$ cat src/rtl/uart_pkg.sv
// Shared definitions for the oversampling UART receiver: FSM states,
// parity mode encodings and the oversample rate.
package uart_pkg;

    localparam int unsigned OS_RATE  = 16;

    localparam int unsigned PAR_NONE = 0;
    localparam int unsigned PAR_ODD  = 1;
    localparam int unsigned PAR_EVEN = 2;

    typedef enum logic [2:0] {
        ST_IDLE,
        ST_START,
        ST_DATA,
        ST_PARITY,
        ST_STOP,
        ST_BREAK
    } rx_state_e;

endpackage

$ cat src/rtl/uart_sync_fifo.sv
// Single-clock FIFO with valid/ready read port. A push into a full FIFO is
// accepted only when a pop happens on the same edge.
module uart_sync_fifo #(
    parameter int unsigned WIDTH = 10,
    parameter int unsigned DEPTH = 16
) (
    input  logic                       clk,
    input  logic                       rst_n,
    input  logic                       push,
    input  logic [WIDTH-1:0]           push_data,
    output logic                       full,
    output logic                       out_valid,
    input  logic                       out_ready,
    output logic [WIDTH-1:0]           out_data,
    output logic [$clog2(DEPTH):0]     count
);

    localparam int unsigned AW = $clog2(DEPTH);
    localparam int unsigned CW = AW + 1;

    logic [WIDTH-1:0] mem [DEPTH];
    logic [AW-1:0]    wr_ptr;
    logic [AW-1:0]    rd_ptr;
    logic [CW-1:0]    count_q;
    logic             pop;
    logic             wr_en;

    assign full      = (count_q == CW'(DEPTH));
    assign out_valid = (count_q != '0);
    assign pop       = out_valid & out_ready;
    assign wr_en     = push & (~full | pop);
    assign count     = count_q;
    // Storage is not reset, so the head is masked to keep out_data at 0 when empty.
    assign out_data  = out_valid ? mem[rd_ptr] : '0;

    always_ff @(posedge clk) begin
        if (wr_en) begin
            mem[wr_ptr] <= push_data;
        end
    end

    always_ff @(posedge clk or negedge rst_n) begin
        if (!rst_n) begin
            wr_ptr  <= '0;
            rd_ptr  <= '0;
            count_q <= '0;
        end else begin
            if (wr_en) begin
                wr_ptr <= wr_ptr + AW'(1);
            end
            if (pop) begin
                rd_ptr <= rd_ptr + AW'(1);
            end
            case ({wr_en, pop})
                2'b10:   count_q <= count_q + CW'(1);
                2'b01:   count_q <= count_q - CW'(1);
                default: count_q <= count_q;
            endcase
        end
    end

endmodule

$ cat src/rtl/uart_rx_os.sv
// 16x oversampling UART receiver: input synchroniser, prescaler, framing FSM
// with 2-of-3 majority bit decisions, and a receive FIFO with sticky overrun.
module uart_rx_os
    import uart_pkg::*;
#(
    parameter int unsigned DATA_BITS   = 8,
    parameter int unsigned PARITY      = 0,
    parameter int unsigned FIFO_DEPTH  = 16,
    parameter int unsigned SYNC_STAGES = 2
) (
    input  logic                          clk,
    input  logic                          rst_n,
    input  logic                          rx_i,
    input  logic [15:0]                   div_i,
    input  logic                          en_i,
    output logic                          out_valid,
    input  logic                          out_ready,
    output logic [7:0]                    out_data,
    output logic                          out_frame_err,
    output logic                          out_parity_err,
    output logic                          overrun_o,
    input  logic                          overrun_clr_i,
    output logic [$clog2(FIFO_DEPTH):0]   fifo_count
);

    localparam logic [2:0] LAST_BIT = 3'(DATA_BITS - 1);

    if (DATA_BITS < 5 || DATA_BITS > 8) begin : g_bad_data_bits
        $error("uart_rx_os: DATA_BITS must be 5..8");
    end
    if (PARITY > 2) begin : g_bad_parity
        $error("uart_rx_os: PARITY must be 0, 1 or 2");
    end
    if (FIFO_DEPTH < 2 || FIFO_DEPTH > 256 || (FIFO_DEPTH & (FIFO_DEPTH - 1)) != 0) begin : g_bad_depth
        $error("uart_rx_os: FIFO_DEPTH must be a power of two in 2..256");
    end
    if (SYNC_STAGES < 2) begin : g_bad_sync
        $error("uart_rx_os: SYNC_STAGES must be at least 2");
    end

    logic [1:0]             rst_pipe;
    logic                   rst_int_n;
    logic [SYNC_STAGES-1:0] sync_q;
    logic                   rx_s;
    logic                   rx_prev;
    logic                   fall;
    logic [15:0]            presc;
    logic [15:0]            div_q;
    logic                   tick;
    logic [3:0]             tick_cnt;
    logic [2:0]             bit_idx;
    logic                   s7;
    logic                   s8;
    logic                   maj;
    logic                   par_x;
    logic [7:0]             data_q;
    logic                   par_err_q;
    rx_state_e              state;
    logic                   push;
    logic                   fifo_full;
    logic [9:0]             head;

    // Reset asserts asynchronously but releases on a clock edge.
    always_ff @(posedge clk or negedge rst_n) begin
        if (!rst_n) begin
            rst_pipe <= '0;
        end else begin
            rst_pipe <= {rst_pipe[0], 1'b1};
        end
    end
    assign rst_int_n = rst_pipe[1];

    always_ff @(posedge clk or negedge rst_int_n) begin
        if (!rst_int_n) begin
            sync_q <= '1;
        end else begin
            sync_q <= {sync_q[SYNC_STAGES-2:0], rx_i};
        end
    end

    assign rx_s  = sync_q[SYNC_STAGES-1];
    assign fall  = rx_prev & ~rx_s;
    assign tick  = (presc == div_q);
    assign maj   = (s7 & s8) | (s7 & rx_s) | (s8 & rx_s);
    assign par_x = (^data_q) ^ maj;
    assign push  = en_i && (state == ST_STOP) && tick && (tick_cnt == 4'd9);

    always_ff @(posedge clk or negedge rst_int_n) begin
        if (!rst_int_n) begin
            rx_prev   <= 1'b1;
            presc     <= '0;
            div_q     <= '0;
            tick_cnt  <= '0;
            bit_idx   <= '0;
            s7        <= 1'b0;
            s8        <= 1'b0;
            data_q    <= '0;
            par_err_q <= 1'b0;
            state     <= ST_IDLE;
        end else begin
            rx_prev <= rx_s;
            // A new divisor only takes effect at a wrap so ticks stay evenly spaced.
            if (tick) begin
                presc <= '0;
                div_q <= div_i;
            end else begin
                presc <= presc + 16'd1;
            end

            if (!en_i) begin
                state <= ST_IDLE;
            end else begin
                case (state)
                    ST_IDLE: begin
                        if (fall) begin
                            presc     <= '0;
                            div_q     <= div_i;
                            tick_cnt  <= '0;
                            bit_idx   <= '0;
                            data_q    <= '0;
                            par_err_q <= 1'b0;
                            state     <= ST_START;
                        end
                    end
                    ST_BREAK: begin
                        if (rx_s) begin
                            state <= ST_IDLE;
                        end
                    end
                    default: begin
                        if (tick) begin
                            tick_cnt <= tick_cnt + 4'd1;
                            if (tick_cnt == 4'd7) s7 <= rx_s;
                            if (tick_cnt == 4'd8) s8 <= rx_s;
                            if (tick_cnt == 4'd9) begin
                                case (state)
                                    ST_START:  if (maj) state <= ST_IDLE;
                                    ST_DATA:   data_q[bit_idx] <= maj;
                                    ST_PARITY: par_err_q <= (PARITY == PAR_ODD) ? ~par_x : par_x;
                                    ST_STOP:   state <= maj ? ST_IDLE : ST_BREAK;
                                    default:   state <= state;
                                endcase
                            end
                            if (tick_cnt == 4'd15) begin
                                case (state)
                                    ST_START:  state <= ST_DATA;
                                    ST_DATA: begin
                                        if (bit_idx == LAST_BIT) begin
                                            state <= (PARITY != PAR_NONE) ? ST_PARITY : ST_STOP;
                                        end else begin
                                            bit_idx <= bit_idx + 3'd1;
                                        end
                                    end
                                    ST_PARITY: state <= ST_STOP;
                                    default:   state <= state;
                                endcase
                            end
                        end
                    end
                endcase
            end
        end
    end

    // A new overrun wins over a simultaneous clear.
    always_ff @(posedge clk or negedge rst_int_n) begin
        if (!rst_int_n) begin
            overrun_o <= 1'b0;
        end else if (push && fifo_full && !(out_valid && out_ready)) begin
            overrun_o <= 1'b1;
        end else if (overrun_clr_i) begin
            overrun_o <= 1'b0;
        end
    end

    uart_sync_fifo #(
        .WIDTH (10),
        .DEPTH (FIFO_DEPTH)
    ) u_fifo (
        .clk       (clk),
        .rst_n     (rst_int_n),
        .push      (push),
        .push_data ({data_q, ~maj, par_err_q}),
        .full      (fifo_full),
        .out_valid (out_valid),
        .out_ready (out_ready),
        .out_data  (head),
        .count     (fifo_count)
    );

    assign out_data       = head[9:2];
    assign out_frame_err  = head[1];
    assign out_parity_err = head[0];

endmodule

$ cat config.mk
export PLATFORM = sky130hd
export DESIGN_NAME = uart_rx_os
export DESIGN_NICKNAME = d
export VERILOG_FILES = /design/src/rtl/uart_pkg.sv /design/src/rtl/uart_sync_fifo.sv /design/src/rtl/uart_rx_os.sv
export SDC_FILE = /design/constraint.sdc
export NUM_CORES = 1
export LEC_CHECK = 0
export ABC_AREA = 1
export BUFFER_PORTS_ARGS = -buffer_cell sky130_fd_sc_hd__buf_2
export CAP_MARGIN = 20
export CELL_PAD_IN_SITES_DETAIL_PLACEMENT = 1
export CELL_PAD_IN_SITES_GLOBAL_PLACEMENT = 1
export CORE_UTILIZATION = 29
export CTS_CLUSTER_DIAMETER = 80
export CTS_CLUSTER_SIZE = 12
export DETAILED_ROUTE_END_ITERATION = 16
export PLACE_DENSITY = 0.63
export SETUP_SLACK_MARGIN = 0.5
export SLEW_MARGIN = 5
export SYNTH_ARGS = -nofsm -noshare
export SYNTH_HDL_FRONTEND = slang
export SYNTH_SLANG_ARGS = --single-unit
$ cat constraint.sdc
create_clock -name clk -period 5.2 [get_ports clk]
set_input_delay 0 -clock clk [delete_from_list [all_inputs] [get_ports clk]]
set_output_delay 0 -clock clk [all_outputs]
set_load 0.05 [all_outputs]
==> results.toml <==
[setup_path]
cp.required_ps = 5200
crit_fanout = 43
cp_data_arrival_time_ps = 3300
crit_type = "register to primary output"
r2r_cells = 15
cp-start-kind = "register"
endpoint_kind = "primary output"

[cts]
numCtsBuffers = 23
clkLatencyLatePin_ps = 540
cts_root_buf = "clkbuf_16"
clk_pin_slew_ps = 60
htreeDepth = 1
cts_tree = "done"
cts_buffer_depth = 3
cts_sinks = 232
cts_setup_buffers = 0
post_cts_resized = 0

[grt]
grt_pass1_vias = 7901
grt_max_degree = 83
antenna_found_initial = 0
overflow = 0
grt.total_usage = 0.1530
grt_pass1_wl_mm = 43.61

[finish]
fillers = 3928
drive_above_1_share = 0.1283
antenna_cells = 0
area_delta_synth_final_pct = 15.64
final_nets = 1095

[die]
io_pins = 39
coreArea_sq_um = 35480
placementRows = 69
die_area_sq_um = 36760
initial_core_util = 0.2942
die_height_um = 191.7
die_x_um = 191.7

[sta]
slew_headroom = 0.2323
finalSetupTns_ps = 0
clock.fmax_ghz = 0.3027
fin_ws_ps = 1897
finalCriticalPeriod_ps = 3303
rsz0062_at_grt = "false"
setup_viol = 0
clock-skew-final_ps = 27.45
worst_pin_slew_ps = 1147
finalCritPeriodShare = 0.6352
slew_viol_final = 0
finalHoldViolations = 0

[worst_hold_path]
min_path_type = "primary input to register"
min_path_cells = 2

[synthesis]
syn_area_per_cell_sq_um = 10.48
synth_seq_cells = 232
netlist_area_sq_um = 10440
synth-edff-count = 160
syn_inst = 996
syn-num-nets = 1032
yosys_most_used_dff = "edfxtp_1"
ys.warnings.count = 0
synth_cell_type_count = 42
synth-async-reset-ratio = 0.3103
seq_area_frac_synth = 0.6332

[detailed_routing]
wl_per_cell_um = 17.70
post_drt_via_cell_ratio = 4.811
drt_iter0_drc = 410
drtAntennaViolNets = 0
via_count = 7394
wl_mm = 27.21
drc = 0
firstDrtPassIters = 4

[placement]
port-buffer-count = 38
dp_slack_ps = 1896
hpwl_mm = 16.83
finalWeightedCongestion = 0.7677

[pwr]
p_leak_uw = 0.004799
max-vdd-ir-drop_uv = 513.0
p_per_area_nw_per_um2 = 499.1

[outcome]
outcome = "finished clean"

[run]
max-cap-violations = 0
## sequential cells by signal (all words and copies together), names as in the netlist, 2 cells and up
register and count:
bit_idx 3, u_fifo.wr_ptr 4, div_q 16, presc 16
sync_q 2, data_q 8, u_fifo.mem 160, rst_pipe 2
tick_cnt 4, u_fifo.count 5, state 3, u_fifo.rd_ptr 4
## Yosys cell counts (2+ instances only)
cell,number,share of area
o21ai_2,10,0.0084
o2111ai_1,2,0.0017
nor3_1,8,0.0038
inv_2,8,0.0029
o221ai_1,32,0.027
ha_1,14,0.017
xnor2_1,6,0.0050
nor2_1,142,0.051
buf_1,3,0.0011
nand3_1,43,0.021
buf_2,6,0.0029
inv_1,70,0.025
clkbuf_1,28,0.010
nand4_1,20,0.012
edfxtp_1,160,0.46
a21oi_1,23,0.011
nand2_4,5,0.0054
xor2_1,11,0.0092
dfstp_2,3,0.0076
o21ai_1,14,0.0067
nor2_2,6,0.0036
nand2_1,162,0.058
buf_6,4,0.0043
nand2_2,10,0.0060
o22ai_1,8,0.0048
nand3_2,4,0.0038
o21ai_0,111,0.053
dfrtp_1,69,0.17
## placed cells by master (no fill, tap or decap), types with 14 or more instances in the layout
cell / n
ha_1: 14
nand2_1: 162
buf_2: 38
dfrtp_1: 67
edfxtp_1: 160
clkbuf_16: 23
a21oi_1: 23
o221ai_1: 32
o21ai_0: 111
buf_4: 17
inv_1: 70
nand3_1: 43
dlygate4sd3_1: 23
nand4_1: 20
clkbuf_1: 15
nor2_1: 142
o21ai_1: 14
## per-layer routing
metal  vias to the layer above  global-route usage  share of wire
li1                       3582                   -              -
met1                      3657              0.1971           0.45
met5                         -                   0              0
met3                        34             0.01626          0.030
met4                         0             0.03602          0.021
met2                       121              0.2734           0.50
## worst max-delay path, cell delays in order, from the launching register on
cell	delay, ps
dfrtp_1	360
buf_4	280
inv_1	490
buf_4	400
o21ai_0	150
o221ai_1	220
nand3_1	160
a21oi_1	350
buf_2	340
## stage by stage
stage / util / cells / cell area (sq um) / total power, uW / hold slack (ps)
final: 0.3402 / 1537 / 12070 / 6025 / 124.9
after global routing: 0.3402 / 1537 / 12070 / 6413 / 109.2
after CTS: 0.3394 / 1534 / 12040 / 6099 / 98.13
after detailed placement: 0.3138 / 1469 / 11140 / 4512 / -214.5
after global placement: 0.3131 / 1466 / 11110 / 4452 / -214.5
after floorplan: - / 996 / 10440 / 3885 / -295.6
## cell families (layout without fill, tap and decap cells)
group                    after synthesis  after routing  share of synthesized area
adder cells (fa/ha/maj)               15             15                    0.01774
AO/OA/AOI/OAI                        204            204                     0.1166
AND/OR/NAND/NOR                      404            404                     0.1676
XOR/XNOR                              17             17                    0.01426
buffers and inverters                123            203                    0.05022
other                                  1              1                  0.0003592
flip-flops                           232            232                     0.6332
## report_power, final
part | leakage [uW] | switching, uW | total [uW] | internal, uW
combinational | 0.00192 | 1640 | 2250 | 614
sequential | 0.00256 | 130 | 2220 | 2090
clock | 0.000326 | 708 | 1560 | 849
total | 0.00480 | 2470 | 6020 | 3550
## area by class of cell
class	count	area, sq um	area share
sequential	232	6615	0.5480
multi-input combinational	641	3317	0.2748
clock buffer	39	645.6	0.05348
timing repair buffer	81	581.8	0.04820
tap	461	576.8	0.04778
inverter	80	305.3	0.02529
clock inverter	3	30.03	0.002488
## worst paths after layout
kind                       slack (ps)               end              from
max                              1900       out_data[7]  u_fifo.rd_ptr[1]
min                               120         sync_q[0]              rx_i
max reg2reg                      1920   u_fifo.count[4]   u_fifo.count[1]
min reg2reg                       360         sync_q[1]         sync_q[0]
max in group asynchronous        4050  u_fifo.rd_ptr[0]       rst_pipe[1]
min in group asynchronous         320       rst_pipe[1]             rst_n
## what timing repair did
action	in CTS	in global routing
endpoints found under the setup margin	0	0
hold endpoints to repair	28	0
hold buffers	23	0
No activity file was read; power rests on OpenSTA's default activity.
